--- src/rtl/enc_ctrl_fsm_p.sv ---
// Turbo-encoder control FSM: record, interleaver wait, data encode, tail.
// Owns bit/tail/timeout counters, block length latch and block counter.
module enc_ctrl_fsm_p #(
    parameter int CNT_W       = 13,
    parameter int BLK_SMALL   = 1056,
    parameter int BLK_LARGE   = 6144,
    parameter int TAIL_LEN    = 4,
    parameter int TMO_W       = 16,
    parameter int INT_TIMEOUT = 4096,
    parameter int BLKCNT_W    = 16
) (
    input  logic                clock,
    input  logic                aclr,
    input  logic                cbs_ready,
    input  logic                blk_sel,
    input  logic                int_ready,
    input  logic                out_ready,
    output logic                ready,
    output logic                record_en,
    output logic                delay_wen,
    output logic                delay_ren,
    output logic                enc_en,
    output logic                counter_en,
    output logic                close_switch,
    output logic                tail_mode,
    output logic                out_valid,
    output logic                done,
    output logic                err_timeout,
    output logic [BLKCNT_W-1:0] blk_count,
    output logic [2:0]          state
);

    typedef enum logic [2:0] {
        S_INIT         = 3'd0,
        S_RECORD       = 3'd1,
        S_WAIT_INT     = 3'd2,
        S_OPERATE      = 3'd3,
        S_LAST_OPERATE = 3'd4,
        S_TAIL         = 3'd5,
        S_WAIT_TAIL    = 3'd6,
        S_LAST_TAIL    = 3'd7
    } state_t;

    localparam int TL_W = $clog2(TAIL_LEN);

    localparam logic [CNT_W-1:0] LEN_SMALL = CNT_W'(BLK_SMALL);
    localparam logic [CNT_W-1:0] LEN_LARGE = CNT_W'(BLK_LARGE);
    localparam logic [TL_W-1:0]  TAIL_LAST = TL_W'(TAIL_LEN - 3);
    localparam logic [TMO_W-1:0] TMO_LAST  =
        TMO_W'((INT_TIMEOUT > 0) ? INT_TIMEOUT - 1 : 0);
    localparam logic [TMO_W-1:0] TMO_MAX   = {TMO_W{1'b1}};
    localparam bit               TMO_ON    = (INT_TIMEOUT != 0);

    state_t              state_q, state_d;
    logic [CNT_W-1:0]    bit_cnt, bit_cnt_d;
    logic [CNT_W-1:0]    blk_len, blk_len_d;
    logic [TL_W-1:0]     tail_cnt, tail_cnt_d;
    logic [TMO_W-1:0]    tmo_cnt, tmo_cnt_d;
    logic [BLKCNT_W-1:0] blk_cnt_q, blk_cnt_d;
    logic                done_q, done_d;
    logic                err_q, err_d;

    logic                valid_raw;
    logic                adv;

    // Output words are offered in every state from OPERATE to LAST_TAIL;
    // the handshake decides whether the pipeline moves this cycle.
    assign valid_raw = (state_q == S_OPERATE)      ||
                       (state_q == S_LAST_OPERATE) ||
                       (state_q == S_TAIL)         ||
                       (state_q == S_WAIT_TAIL)    ||
                       (state_q == S_LAST_TAIL);
    assign adv = valid_raw & out_ready;

    // State, counters and the registered pulses.
    always_ff @(posedge clock) begin
        if (aclr) begin
            state_q   <= S_INIT;
            bit_cnt   <= '0;
            blk_len   <= LEN_SMALL;
            tail_cnt  <= '0;
            tmo_cnt   <= '0;
            blk_cnt_q <= '0;
            done_q    <= 1'b0;
            err_q     <= 1'b0;
        end else begin
            state_q   <= state_d;
            bit_cnt   <= bit_cnt_d;
            blk_len   <= blk_len_d;
            tail_cnt  <= tail_cnt_d;
            tmo_cnt   <= tmo_cnt_d;
            blk_cnt_q <= blk_cnt_d;
            done_q    <= done_d;
            err_q     <= err_d;
        end
    end

    // Next-state and counter updates; stalled states simply hold.
    always_comb begin
        state_d    = state_q;
        bit_cnt_d  = bit_cnt;
        blk_len_d  = blk_len;
        tail_cnt_d = tail_cnt;
        tmo_cnt_d  = tmo_cnt;
        blk_cnt_d  = blk_cnt_q;
        done_d     = 1'b0;
        err_d      = 1'b0;
        unique case (state_q)
            S_INIT: begin
                if (cbs_ready) begin
                    state_d   = S_RECORD;
                    blk_len_d = blk_sel ? LEN_LARGE : LEN_SMALL;
                    bit_cnt_d = '0;
                end
            end
            S_RECORD: begin
                state_d   = S_WAIT_INT;
                tmo_cnt_d = '0;
            end
            S_WAIT_INT: begin
                // A late int_ready still wins over an expiring timeout.
                if (int_ready) begin
                    state_d = S_OPERATE;
                end else if (TMO_ON && tmo_cnt == TMO_LAST) begin
                    state_d = S_INIT;
                    err_d   = 1'b1;
                end else if (tmo_cnt != TMO_MAX) begin
                    tmo_cnt_d = tmo_cnt + 1'b1;
                end
            end
            S_OPERATE: begin
                if (adv) begin
                    bit_cnt_d = bit_cnt + 1'b1;
                    if (bit_cnt == blk_len - CNT_W'(2)) begin
                        state_d = S_LAST_OPERATE;
                    end
                end
            end
            S_LAST_OPERATE: begin
                if (adv) begin
                    state_d = S_TAIL;
                end
            end
            S_TAIL: begin
                if (adv) begin
                    state_d    = S_WAIT_TAIL;
                    tail_cnt_d = '0;
                end
            end
            S_WAIT_TAIL: begin
                if (adv) begin
                    tail_cnt_d = tail_cnt + 1'b1;
                    if (tail_cnt == TAIL_LAST) begin
                        state_d = S_LAST_TAIL;
                    end
                end
            end
            S_LAST_TAIL: begin
                if (adv) begin
                    state_d   = S_INIT;
                    done_d    = 1'b1;
                    blk_cnt_d = blk_cnt_q + 1'b1;
                end
            end
            default: begin
                state_d = S_INIT;
            end
        endcase
    end

    // Datapath strobes decoded from state; stalls freeze the datapath.
    always_comb begin
        ready        = (state_q == S_INIT);
        record_en    = (state_q == S_RECORD);
        delay_wen    = (state_q == S_RECORD)  ||
                       (state_q == S_WAIT_INT) ||
                       (state_q == S_OPERATE)  ||
                       (state_q == S_LAST_OPERATE);
        delay_ren    = (state_q == S_OPERATE);
        counter_en   = (state_q == S_OPERATE) ||
                       (state_q == S_LAST_OPERATE);
        enc_en       = (state_q == S_OPERATE)      ||
                       (state_q == S_LAST_OPERATE) ||
                       (state_q == S_TAIL)         ||
                       (state_q == S_WAIT_TAIL);
        close_switch = (state_q == S_LAST_OPERATE) ||
                       (state_q == S_TAIL)         ||
                       (state_q == S_WAIT_TAIL);
        tail_mode    = (state_q == S_TAIL)      ||
                       (state_q == S_WAIT_TAIL) ||
                       (state_q == S_LAST_TAIL);
        out_valid    = valid_raw;
        if (valid_raw && !out_ready) begin
            enc_en     = 1'b0;
            counter_en = 1'b0;
            delay_ren  = 1'b0;
            delay_wen  = 1'b0;
        end
    end

    assign done        = done_q;
    assign err_timeout = err_q;
    assign blk_count   = blk_cnt_q;
    assign state       = state_q;

endmodule
--- config.mk ---
export PLATFORM = sky130hd
export DESIGN_NAME = enc_ctrl_fsm_p
export DESIGN_NICKNAME = d
export VERILOG_FILES = /design/src/rtl/enc_ctrl_fsm_p.sv
export SDC_FILE = /design/constraint.sdc
export NUM_CORES = 1
export LEC_CHECK = 0
export ABC_AREA = 1
export BUFFER_PORTS_ARGS = -buffer_cell sky130_fd_sc_hd__buf_4
export CORE_ASPECT_RATIO = 0.5
export CORE_MARGIN = 4
export CORE_UTILIZATION = 53
export DETAILED_ROUTE_END_ITERATION = 10
export PLACE_DENSITY = 0.76
export SLEW_MARGIN = 20
export SYNTH_ARGS = -nofsm -noshare
export SYNTH_HDL_FRONTEND = slang
export SYNTH_SLANG_ARGS = --single-unit
export TNS_END_PERCENT = 10
--- constraint.sdc ---
create_clock -name clock -period 1.6 [get_ports clock]
set_clock_uncertainty 0.05 [all_clocks]
set_input_delay 0.24 -clock clock [delete_from_list [all_inputs] [get_ports clock]]
set_output_delay 0.24 -clock clock [all_outputs]
set_load 0.1 [all_outputs]
After elaboration in Yosys (flattened, before gate mapping)
Index checks and enable logic that the tools add are counted.

Add/sub/neg operators: 5. $mul: 0. Div/mod/pow operators: 0. Magnitude comparators: 0. Equality and inequality tests: 23. Shifts and indexed selects: 0. Muxes and demuxes: 28. Bitwise operators: 3. Reductions and logical operators: 25.

Operators by type and width (number): $mux W16 (3); $mux W13 (3); $add A16 B1 Y16 const B (2); $pmux W16 S2 (1); $mux W3 (10); $pmux W13 S2 (1); $pmux W3 S8 (1); $ne A2 B2 Y1 const B (9); $eq A16 B12 Y1 const B (1); $ne A16 B16 Y1 const B (1); $add A13 B1 Y13 const B (1); $eq A13 B13 Y1 (1); $sub A13 B2 Y13 const B (1); $eq A3 B3 Y1 const B (4); $logic_or A1 B1 Y1 (11); $reduce_and A9 Y1 (1); $eq A3 B2 Y1 const B (2); $mux W1 (6); $reduce_and A3 Y1 (2); $reduce_bool A2 Y1 (3); $mux W2 (2); $ne A2 B1 Y1 const B (2); $pmux W2 S2 (1); $reduce_and A2 Y1 (2); 12 further kinds (13).

Bits in registers: 65. Bits in latches: 0. Bits in writable memories: 0. ROM bits: 0. Output and inout bits: 30. Logic and storage cells: 92. Memories: 0.

Logic depth before layout (Yosys ltp)
Gate-level depths: netlist (run 1).

Depth in word-level cells: 8. Gate-level depth with buffers: 13. Gate-level depth less buffers: 13.

Least setup slack after synthesis (run 1)
OpenSTA, ideal clock, no wires.

Path kind: register -> output. Start point: register state_q[2], in the netlist state[2]. End point: output port counter_en. Arrival: 4.423 ns. Path slack: -3.113 ns. Stages on the path, launching flop included: 4. Buffers on the path: 0. Cell sequence: dfxtp_1 -> inv_1 -> nand2_1 -> nor3b_1.

Cells in the longest elaborated chain, start to end: 7. Elaborated cells between the ends (all ways): 11.

Ends and longest elaborated chain: start, declared (RTL line 54) `state_t state_q, state_d;`; start signal, assigned (RTL line 87) `state_q <= state_d;`; $eq A3 B2 Y1 or $eq A3 B3 Y1 (tied branches) (RTL line 68, 69); $logic_or A1 B1 Y1 (RTL line 68) `assign valid_raw = (state_q == S_OPERATE) ||`; $logic_or A1 B1 Y1 (RTL line 69) `(state_q == S_LAST_OPERATE) ||`; $logic_or A1 B1 Y1 (RTL line 70) `(state_q == S_TAIL) ||`; $logic_or A1 B1 Y1 (*) (RTL line 71) `(state_q == S_WAIT_TAIL) ||`; via out_valid (RTL line 26) `output logic out_valid,`; $logic_and A1 B1 Y1 (*) (RTL line 193) `if (valid_raw && !out_ready) begin`; $mux W1 (*) (RTL line 193); end, declared (RTL line 23) `output logic counter_en,`.

The timed path passes the listed nets; every way through them passes the cells marked *.

Worst setup path after layout (run 1)
Start point: register state_q[2], in the netlist state[2]. End point: output port enc_en.

Cells in the longest elaborated chain, start to end: 7. Elaborated cells between the ends (all ways): 11.

Ends and longest elaborated chain: $eq A3 B2 Y1 or $eq A3 B3 Y1 (tied branches); $logic_or A1 B1 Y1 (RTL line 68, 182); $logic_or A1 B1 Y1 (RTL line 69, 183); $logic_or A1 B1 Y1 (RTL line 70, 184); $logic_or A1 B1 Y1 (RTL line 71); $logic_and A1 B1 Y1 (RTL line 193); $mux W1 (*) (RTL line 193); end, declared (RTL line 22) `output logic enc_en,`.

Mark *: on every way between the ends. The rest lies on a longest branch, timed or not.

==> results of run 1 <==
==> per-layer routing <==
layer  vias to the layer above  track usage  wire (um)
li1                       1754            -          -
met1                      1551       0.2859       3768
met2                        64       0.3908       4106
met3                        10      0.04379        351
met4                         0      0.04906         83
met5                         -            0          0
==> synthesized netlist by cell type, types with 4 or more instances <==
master	instances
a21oi_1	25
a21oi_2	10
clkbuf_1	4
dfxtp_1	54
ha_1	6
inv_1	64
inv_2	5
nand2_1	121
nand2_2	19
nand3_1	25
nand4_1	14
nor2_1	84
nor2_2	7
nor3_1	9
o21ai_0	17
o21bai_1	6
xor2_1	4
==> how the worst min path moves through the flow <==
stage	depth (start not counted)	from	end
3_3_place_gp	2	tail_cnt[1]	tail_cnt[1]
5_1_grt	4	int_ready	err_timeout
3_5_place_dp	2	tail_cnt[1]	tail_cnt[1]
2_1_floorplan	1	aclr	blk_count[4]
4_1_cts	4	int_ready	err_timeout
6_report	4	int_ready	err_timeout
==> per-stage QoR <==
step	total power, mW	worst slack [ps]	cell area (um^2)
finish	6.776	-125.8	4350
global route	7.112	-185.0	4350
CTS	6.587	-106.7	4237
detailed placement	4.888	-14.12	3925
global placement	4.873	22.54	3925
floorplan	4.173	-825.7	3327
==> state kept, by name, indices dropped and copies added, names as in the netlist <==
signal       flops
state            3
tail_cnt         2
blk_len          2
done             1
err_timeout      1
blk_count       16
tmo_cnt         16
bit_cnt         13
==> layout make-up <==
class                           instances  area, um^2  share of cell area
Tap cell                               73       91.34             0.02100
Clock inverter                          1       30.03            0.006903
Inverter                               69       265.3             0.06097
Sequential cell                        54        1097              0.2522
Timing Repair Buffer                   80       701.9              0.1613
Clock buffer                            7       163.9             0.03768
Multi-Input combinational cell        370        2001              0.4599
==> worst register-to-register path, cell delays in order (launching register included) <==
cell,delay (ps)
dfxtp_2,350
ha_1,320
inv_1,70
nand2_1,50
nand2_1,50
nand2_1,40
nor2_1,90
nand2_1,70
nand2_1,130
nand3_2,120
nor2_1,120
nor2_1,50
==> logic make-up (layout without fill, tap and decap cells) <==
family / after synthesis / count (layout) / share of synthesized area
AOI/OAI and AO/OA: 66 / 66 / 0.1251
xor gates and xnor gates: 5 / 5 / 0.01348
adders and majority gates: 6 / 6 / 0.02310
buffers and inverters: 77 / 157 / 0.09857
DFF: 54 / 54 / 0.3327
and+or+nand+nor: 293 / 293 / 0.4070
==> where the power goes <==
group / switching [mW] / leakage (nW) / internal (mW) / total (mW)
sequential: 0.125 / 0.440 / 1.47 / 1.60
clock: 0.497 / 0.0953 / 0.877 / 1.37
combinational: 2.53 / 1.34 / 1.27 / 3.80
total: 3.15 / 1.87 / 3.62 / 6.78
==> timing repair <==
item	CTS	global route
endpoints found under the setup margin	15	37
buffers inserted	5	1
pin swaps	3	4
gates resized for setup	21	31
==> impl_metrics.csv, run 1 <==
group,metric,value,unit
logic_synthesis,synthesis.nets,513,
floorplan,dieArea,7523,um^2
detailed_routing,postRouteAntennaNets,0,
layout,antenna_cells,0,
grt,grt_max_degree,24,
layout,layout_commonest_cell,"nand2_1",
power_and_ir_drop,cellPowerDensity,1558,nW/um^2
timing,rsz0062_at_grt,"true",
grt,grt_pass1_vias,3124,
worst_setup_path,reg2reg_to,"state[1]",
worst_setup_path,cp.arrival,1440,ps
floorplan,coreArea,5705,um^2
timing,hold_viol,0,
logic_synthesis,synth_ff_type,"dfxtp_1",
worst_setup_path,worstSetupPathType,"reg -> out",
worst_setup_path,worstSetupPathDepth,5,
worst_setup_path,worstPathRequired,1310,ps
floorplan,die_x,118.7,um
layout,fin_util,0.7625,
worst_setup_path,reg2reg_slack,-10,ps
logic_synthesis,async_flop_share,0,
layout,syn_to_final_growth,33.89,%
worst_setup_path,crit_chain,"clkinvlp_4 -> nor2_4 -> inv_2 -> a21oi_4 -> buf_12",
worst_setup_path,r2r_cells,11,
detailed_routing,avgRoutedWirePerCell,12.70,um
timing,period_needed,1726,ps
clock_network,clock_sinks,54,
logic_synthesis,synth_top_cell_by_area,"dfxtp_1",
clock_network,clk_latency,300,ps
logic_synthesis,ys_seq_area_frac,0.3327,
timing,worst-slew-pin-transition,333.6,ps
layout,fillers,436,
timing,setup_ws,-125.8,ps
detailed_routing,viasPerCell,5.167,
worst_setup_path,critical_path_peak_fanout,5,
timing,drv_slew,0,
placed_design,hpwl,5911,um
clock_network,clk_pin_slew,60,ps
clock_network,ctsHoldBuffers,0,
worst_setup_path,crit_family,"buffers and inverters",
layout,final_cell_mix,"nand2_1 (119), nor2_1 (76), buf_4 (68)",
timing,tns,-537.5,ps
worst_setup_path,cp-start-kind,"flip-flop",
logic_synthesis,netlist_area,3249,um^2
clock_network,clockBufferDepth,2,
grt,grt_usage,0.2230,
worst_setup_path,crit_path_end,"enc_en",
hold_path,min_path_type,"in -> reg",
placed_design,port_buffers,35,
placed_design,place.gp.congestion,0.9359,
logic_synthesis,synth_area_per_cell,6.486,um^2
grt,antenna_found_initial,0,
detailed_routing,num_vias,3379,
worst_setup_path,crit_buf_inv,3,
worst_setup_path,slowest_delay,390,ps
clock_network,cts_max_level,2,
detailed_routing,routed_wl,8309,um
detailed_routing,drc,0,
logic_synthesis,postSynthCellCount,501,
logic_synthesis,synth_area_leaders,"dfxtp_1 (33%), nand2_1 (14%), nor2_1 (9.7%)",
detailed_routing,drt_iter0_drc,171,
logic_synthesis,synth_top_area_share,0.3327,
grt,grt_pass1_wl,13980,um
status,violations,"negative setup slack",
timing,hold_slack,208.2,ps
worst_setup_path,critPathSlowestCell,"dfxtp_4",
clock_network,cts_root_buf,"clkbuf_16",
logic_synthesis,synth_seq_cells,54,
layout,fin_nets,592,
worst_setup_path,crit-reg2reg-launch,"blk_len[10]",
timing,maxSlewHeadroom,0.7753,
floorplan,start_util,0.5695,
floorplan,chipHeight,63.37,um
power_and_ir_drop,leakage,1.872,nW
power_and_ir_drop,ir_drop,1244,uV
timing,timing.final.crit_share,1.079,
logic_synthesis,yosysUniqueCellTypes,36,
detailed_routing,dr.pass1.iters,5,
placed_design,placedCellCount,640,
floorplan,io_pins,36,
timing,max_freq,579.4,MHz
clock_network,numCtsBuffers,5,
grt,globalRouteOverflowTotal,0,
status,status,"finished with violations",
layout,drive_gt1_frac,0.2857,
worst_setup_path,cp-end-kind,"output pin",
logic_synthesis,synth_edf_count,0,
timing,setup_viol,8,
floorplan,rows,19,
clock_network,cts_tree,"built",
worst_setup_path,startpoint,"state[2]",
flow_run,max_cap_violations,0,
logic_synthesis,ys_warn_count,0,
layout,stdcell_count,654,
No activity file was read; power rests on OpenSTA's default activity.
==> run 2: changes to the inputs <==
Settings changed: ABC_AREA 1 to unset, CORE_UTILIZATION 53 to 52, TNS_END_PERCENT 10 to unset.
==> impl_metrics.csv, run 2 <==
group,metric,value,unit
floorplan,rows,18,
logic_synthesis,netlist_area,2819,um^2
floorplan,start_util,0.5538,
logic_synthesis,synth_most_common_cell,"dfxtp_1",
placed_design,port_buffers,35,
placed_design,place.gp.congestion,0.9349,
grt,grt_max_degree,35,
clock_network,cts_root_buf,"clkbuf_8",
clock_network,cts_max_level,2,
logic_synthesis,synth_area_leaders,"dfxtp_1 (38%), xnor2_1 (6.8%), nor2_1 (6.0%)",
logic_synthesis,synth_top_cell_by_area,"dfxtp_1",
status,lastStage,"5_1_grt",
logic_synthesis,yosysUniqueCellTypes,52,
logic_synthesis,synthesis.nets,351,
timing,grt_repair_worst_endpoint,"tmo_cnt[8]$_SDFFE_PP0P_/D",
logic_synthesis,postSynthCellCount,339,
logic_synthesis,ys_seq_area_frac,0.3835,
floorplan,die_x,112.1,um
grt,antenna_found_initial,2,
logic_synthesis,ys_warn_count,0,
logic_synthesis,synth_top_area_share,0.3835,
timing,worst_endpoint_kind,"register data pin",
logic_synthesis,async_flop_share,0,
logic_synthesis,synth_seq_cells,54,
floorplan,io_pins,36,
status,status,"stopped before the end",
logic_synthesis,synth_edf_count,0,
floorplan,chipHeight,60.07,um
clock_network,clockBufferDepth,2,
clock_network,clock_sinks,54,
status,error,"[ERROR DPL-0033] detailed placement checks failed during check placement.",
logic_synthesis,synth_area_per_cell,8.315,um^2
logic_synthesis,synth_common_cells,"dfxtp_1 (54), nor2_1 (45), nand2_1 (29)",
placed_design,hpwl,5481,um
clock_network,numCtsBuffers,5,
logic_synthesis,synth_ff_type,"dfxtp_1",
## run 2: kinds of logic after synthesis
kind of cell             share of synthesized area
AND/OR/NAND/NOR                             0.2943
AO/OA/AOI/OAI                               0.1358
flip-flops                                  0.3835
XOR/XNOR                                   0.09942
buffers and inverters                      0.04616
adder cells (fa/ha/maj)                    0.02663
multiplexers                               0.01420
## run 2: stage by stage
step	utilization	instance area (um^2)	worst slack, ps	std cells
4_1_cts	0.9004	4583	-371.3	540
3_5_place_dp	0.7716	3928	-453.1	507
3_3_place_gp	0.7716	3928	-423.3	507
2_1_floorplan	-	3164	-625.6	339
## run 2: timing repair
action,4_1_cts
pin swaps,59
setup endpoints to repair,49
gates resized for setup,91
setup buffers,26
hold buffers,0
==> run 3: changes to the inputs <==
Settings changed: CORE_ASPECT_RATIO 0.5 to unset, CORE_UTILIZATION 52 to 40, PLACE_DENSITY 0.76 to unset, PLACE_DENSITY_LB_ADDON set to 0.15.
Clock period 1.6 ns to 2.1 ns, I/O delays scaled along.
==> impl_metrics.csv, run 3 <==
group,metric,value,unit
layout,drive_gt1_frac,0.2813,
detailed_routing,postRouteAntennaNets,0,
grt,grt_pass1_vias,2470,
hold_path,min_path_type,"in -> reg",
timing,setup_viol,0,
status,status,"finished clean",
logic_synthesis,netlist_area,2819,um^2
timing,drv_slew,0,
detailed_routing,viasPerCell,5.127,
timing,rsz0062_at_grt,"false",
floorplan,dieArea,8455,um^2
worst_setup_path,startpoint,"tmo_cnt[15]",
logic_synthesis,synth_edf_count,0,
grt,grtUsageMet3,0.03445,
grt,antenna_found_initial,0,
floorplan,start_util,0.4126,
detailed_routing,avgRoutedWirePerCell,13.56,um
floorplan,coreArea,6832,um^2
logic_synthesis,ys_warn_count,0,
clock_network,clock_sinks,54,
layout,final_cell_mix,"buf_4 (56), nor2_1 (42), dfxtp_1 (38)",
layout,syn_to_final_growth,27.34,%
logic_synthesis,async_flop_share,0,
timing,timing.final.crit_share,0.9619,
worst_setup_path,critical_path_peak_fanout,7,
floorplan,chipHeight,91.95,um
placed_design,place_ws,-22.66,ps
layout,fin_nets,402,
logic_synthesis,synth_common_cells,"dfxtp_1 (54), nor2_1 (45), nand2_1 (29)",
logic_synthesis,ys_seq_area_frac,0.3835,
worst_setup_path,worstPathRequired,2250,ps
logic_synthesis,postSynthCellCount,339,
worst_setup_path,cp.arrival,2170,ps
timing,worst-slew-pin-transition,582.7,ps
layout,layout_commonest_cell,"buf_4",
worst_setup_path,r2r_cells,6,
timing,period_needed,2020,ps
floorplan,io_pins,36,
clock_network,clk_latency,300,ps
worst_setup_path,reg2reg_to,"tmo_cnt[4]",
detailed_routing,routed_wl,6603,um
logic_synthesis,synth_top_cell_by_area,"dfxtp_1",
detailed_routing,drc,0,
timing,setup_ws,80.10,ps
detailed_routing,num_vias,2497,
grt,grt_pass1_wl,11470,um
grt,grt_use_met1,0.2194,
power_and_ir_drop,leakage,1.265,nW
worst_setup_path,cp-end-kind,"flip-flop",
floorplan,rows,30,
grt,grt_usage,0.1633,
clock_network,numCtsBuffers,5,
detailed_routing,drt_iter0_drc,84,
placed_design,port_buffers,35,
power_and_ir_drop,cellPowerDensity,884.5,nW/um^2
worst_setup_path,cp-start-kind,"flip-flop",
worst_setup_path,reg2reg_slack,80,ps
floorplan,die_x,91.95,um
clock_network,cts_root_buf,"clkbuf_8",
grt,grtUsageMet2,0.2652,
power_and_ir_drop,ir_drop,388.8,uV
clock_network,clk_pin_slew,90,ps
timing,max_freq,495.1,MHz
placed_design,hpwl,4835,um
grt,grt_max_degree,35,
worst_setup_path,crit_path_end,"tmo_cnt[4]",
logic_synthesis,synth_area_per_cell,8.315,um^2
logic_synthesis,synth_top_area_share,0.3835,
worst_setup_path,crit-reg2reg-launch,"tmo_cnt[15]",
logic_synthesis,synth_ff_type,"dfxtp_1",
logic_synthesis,synth_most_common_cell,"dfxtp_1",
flow_run,max_cap_violations,0,
clock_network,clockBufferDepth,2,
clock_network,cts_max_level,2,
placed_design,place.gp.congestion,0.7966,
logic_synthesis,synth_area_leaders,"dfxtp_1 (38%), xnor2_1 (6.8%), nor2_1 (6.0%)",
timing,maxSlewHeadroom,0.6089,
timing,hold_viol,0,
timing,hold_slack,156.1,ps
detailed_routing,dr.pass1.iters,5,
clock_network,cts_tree,"built",
logic_synthesis,yosysUniqueCellTypes,52,
logic_synthesis,synthesis.nets,351,
logic_synthesis,synth_seq_cells,54,
worst_setup_path,worstSetupPathType,"reg -> reg",
grt,globalRouteOverflowTotal,0,
layout,antenna_cells,0,
grt,gr-max-usage-layer,"met2",
run 3: cell counts after synthesis:
Identical to the previous run, type by type.
run 3: cells by family (layout without fill, tap and decap cells):
logic type      count (synthesis)  count (layout)  synth area share
xor+xnor                       32              32           0.09942
simple gates                  157             157            0.2943
flops                          54              54            0.3835
mux                             4               4           0.01420
compound gates                 56              57            0.1358
buf+inv                        30              81           0.04616
fa+ha+maj                       6               6           0.02663
run 3: worst min path at each step:
stage	startpoint	to	slack [ps]	cells after the start
2_1_floorplan	int_ready	err_timeout	340	1
3_3_place_gp	blk_count[15]	blk_count[15]	430	2
3_5_place_dp	blk_count[1]	blk_count[1]	440	2
4_1_cts	int_ready	err_timeout	140	2
5_1_grt	int_ready	err_timeout	150	2
6_report	int_ready	err_timeout	160	2
run 3: through the flow:
stage	cell area, um^2	setup TNS (ps)	total power, mW	utilization	std cells
after floorplan	3080	-2452	2.370	-	339
after detailed placement	3448	-43.88	2.573	0.5048	476
after global placement	3448	0	2.569	0.5048	476
after global routing	3590	0	3.325	0.5255	487
after CTS	3538	0	3.172	0.5179	484
final	3590	0	3.175	0.5255	487
run 3: per-layer routing:
metal	wire (um)	vias up
met3	229	5
met5	0	-
met2	2990	37
met1	3325	1157
met4	58	0
li1	-	1298
run 3: worst max-delay path: stages, from the launching register on:
cell and delay (ps):
dfxtp_1 330, or4_4 560, a2111oi_4 390, buf_4 220
a2111oi_0 130, xnor2_1 180, nor2_1 60
run 3: cell type report:
type	count	area, um^2
clock buffers	7	76.32
fillers	685	3242
repair buffers	59	447.9
clock inverters	1	6.256
well taps	96	120.1
inverters	14	55.05
flip-flops and latches	54	1124
multi-input cells	256	1760
run 3: report_power, final:
group          switching [mW]  internal [mW]
registers              0.0563           1.06
clock network           0.334          0.238
logic                    1.03          0.458
run 3: timing repair:
| item | 4_1_cts | 5_1_grt |
|---|---|---|
| gates resized for setup | 1 | 9 |
| buffers inserted | 0 | 1 |
| hold buffers | 0 | 0 |
| cloned | 0 | 2 |
| setup endpoints to repair | 5 | 9 |
| pin swaps | 0 | 3 |
==> run 4: changes to the inputs <==
Clock period 2.1 ns to 1.68 ns, I/O delays scaled along.
==> impl_metrics.csv, run 4 (same netlist as run 3, synthesis figures left out) <==
group,metric,value,unit
status,status,"finished with violations",
status,violations,"negative setup slack",
layout,stdcell_count,567,
placed_design,placement.cell_area,3954,um^2
placed_design,hpwl,5362,um
placed_design,port_buffers,35,
floorplan,coreArea,6832,um^2
timing,period_needed,2001,ps
timing,timing.final.crit_share,1.191,
timing,setup_ws,-321.1,ps
layout,layout_commonest_cell,"buf_4",
worst_setup_path,critPathSlowestCell,"or4_4",
layout,drive_gt1_frac,0.5053,
worst_setup_path,crit_chain,"or4_4 -> or4_4 -> o311ai_4 -> a41oi_2",
floorplan,die_x,91.95,um
worst_setup_path,crit_path_end,"state[1]",
worst_setup_path,crit_path_frequent_cell,"or4_4",
layout,antenna_cells,0,
hold_path,min_path_type,"in -> reg",
clock_network,clockBufferDepth,2,
clock_network,cts_root_buf,"clkbuf_8",
clock_network,ctsHoldBuffers,0,
detailed_routing,routed_wl,8726,um
floorplan,start_util,0.4126,
placed_design,place.gp.congestion,0.8152,
floorplan,chipHeight,91.95,um
worst_setup_path,crit-reg2reg-launch,"tmo_cnt[15]",
clock_network,clk_pin_slew,100,ps
worst_setup_path,worstSetupPathDepth,4,
worst_setup_path,critical_path_peak_fanout,2,
clock_network,clock_sinks,54,
grt,grt_pass1_wl,13020,um
worst_setup_path,worstPathRequired,1820,ps
timing,max_freq,499.7,MHz
worst_setup_path,reg2reg_slack,-320,ps
power_and_ir_drop,ir_drop,637.1,uV
worst_setup_path,cp-start-kind,"flip-flop",
clock_network,clk_latency,310,ps
timing,hold_viol,0,
grt,globalRouteOverflowTotal,0,
floorplan,rows,30,
worst_setup_path,cp-end-kind,"flip-flop",
timing,drv_slew,0,
timing,setup_viol,43,
grt,grt_pass1_vias,2823,
layout,syn_to_final_growth,72.08,%
placed_design,placedCellCount,535,
layout,final_cell_mix,"buf_4 (103), nor2_1 (37), dfxtp_1 (34)",
worst_setup_path,crit_family,"simple AND/OR/NAND/NOR gates",
placed_design,place_ws,-345.8,ps
worst_setup_path,startpoint,"tmo_cnt[15]",
floorplan,dieArea,8455,um^2
grt,antenna_found_initial,0,
worst_setup_path,slowest_delay,560,ps
clock_network,cts_tree,"built",
detailed_routing,viasPerCell,5.319,
timing,tns,-7228,ps
worst_setup_path,cp.arrival,2140,ps
worst_setup_path,r2r_cells,4,
detailed_routing,num_vias,3016,
worst_setup_path,crit_buf_inv,0,
power_and_ir_drop,cellPowerDensity,1123,nW/um^2
detailed_routing,avgRoutedWirePerCell,15.39,um
worst_setup_path,worstSetupPathType,"reg -> reg",
clock_network,numCtsBuffers,5,
detailed_routing,dr.pass1.iters,4,
detailed_routing,drc,0,
power_and_ir_drop,leakage,1.866,nW
detailed_routing,drt_iter0_drc,121,
timing,worst-slew-pin-transition,521.1,ps
grt,grt_max_degree,35,
detailed_routing,postRouteAntennaNets,0,
layout,fin_area,4851,um^2
timing,hold_slack,150.5,ps
layout,fin_nets,482,
timing,rsz0062_at_grt,"true",
grt,grt_usage,0.1869,
flow_run,max_cap_violations,0,
worst_setup_path,reg2reg_to,"state[1]",
timing,maxSlewHeadroom,0.6502,
clock_network,cts_max_level,2,
floorplan,io_pins,36,
==> run 4: changes by cell type in the layout (fill, tap and decap cells not counted), moves of 5 or more <==
cell / before / now
buf_12: 0 / 14
xnor2_1: 22 / 17
xnor2_2: 0 / 5
nor2_1: 42 / 37
buf_4: 56 / 103
a21oi_1: 19 / 11
buf_6: 2 / 23
a21oi_2: 1 / 7
==> run 4: how the worst min path moves through the flow <==
stage	startpoint	cells past startpoint	endpoint
after floorplan	int_ready	1	err_timeout
after global placement	blk_count[15]	2	blk_count[15]
after detailed placement	blk_count[15]	2	blk_count[15]
after CTS	blk_sel	3	blk_len[11]
after global routing	blk_sel	3	blk_len[11]
final	blk_sel	3	blk_len[11]
==> run 4: metrics by stage <==
stage	power, mW	utilization
after detailed placement	3.389	0.5788
after global routing	5.662	0.7101
final	5.446	0.7101
after floorplan	2.994	-
after global placement	3.379	0.5788
after CTS	5.027	0.6610
==> run 4: tightest hold or removal path, delay by kind of cell <==
family        cells  cell delay, ps
simple gates      1              80
mux               1              60
buf+inv           1              90
==> run 4: timing repair <==
action | in CTS | in global routing
cloned | 1 | 0
setup endpoints to repair | 45 | 48
pin swaps | 35 | 25
setup buffers | 12 | 17
resized for setup | 72 | 55
==> run 4: final cells by class <==
class	count	area, um^2
well taps	96	120.1
inverters	14	57.56
multi-input cells	255	2097
flip-flops and latches	54	1131
fillers	525	1981
clock buffers	8	132.6
repair buffers	140	1313
==> run 4: power breakdown <==
group	total (mW)	leakage [nW]	internal (mW)	switching [mW]
sequential	1.38	0.448	1.32	0.0597
combinational	3.10	1.35	1.36	1.74
clock	0.966	0.0678	0.517	0.450
total	5.45	1.87	3.20	2.25
==> run 4: routing by layer <==
layer	track usage	routed length, um
met5	0	0
met4	0.06188	179
met3	0.03610	368
met2	0.3078	4387
met1	0.2452	3791
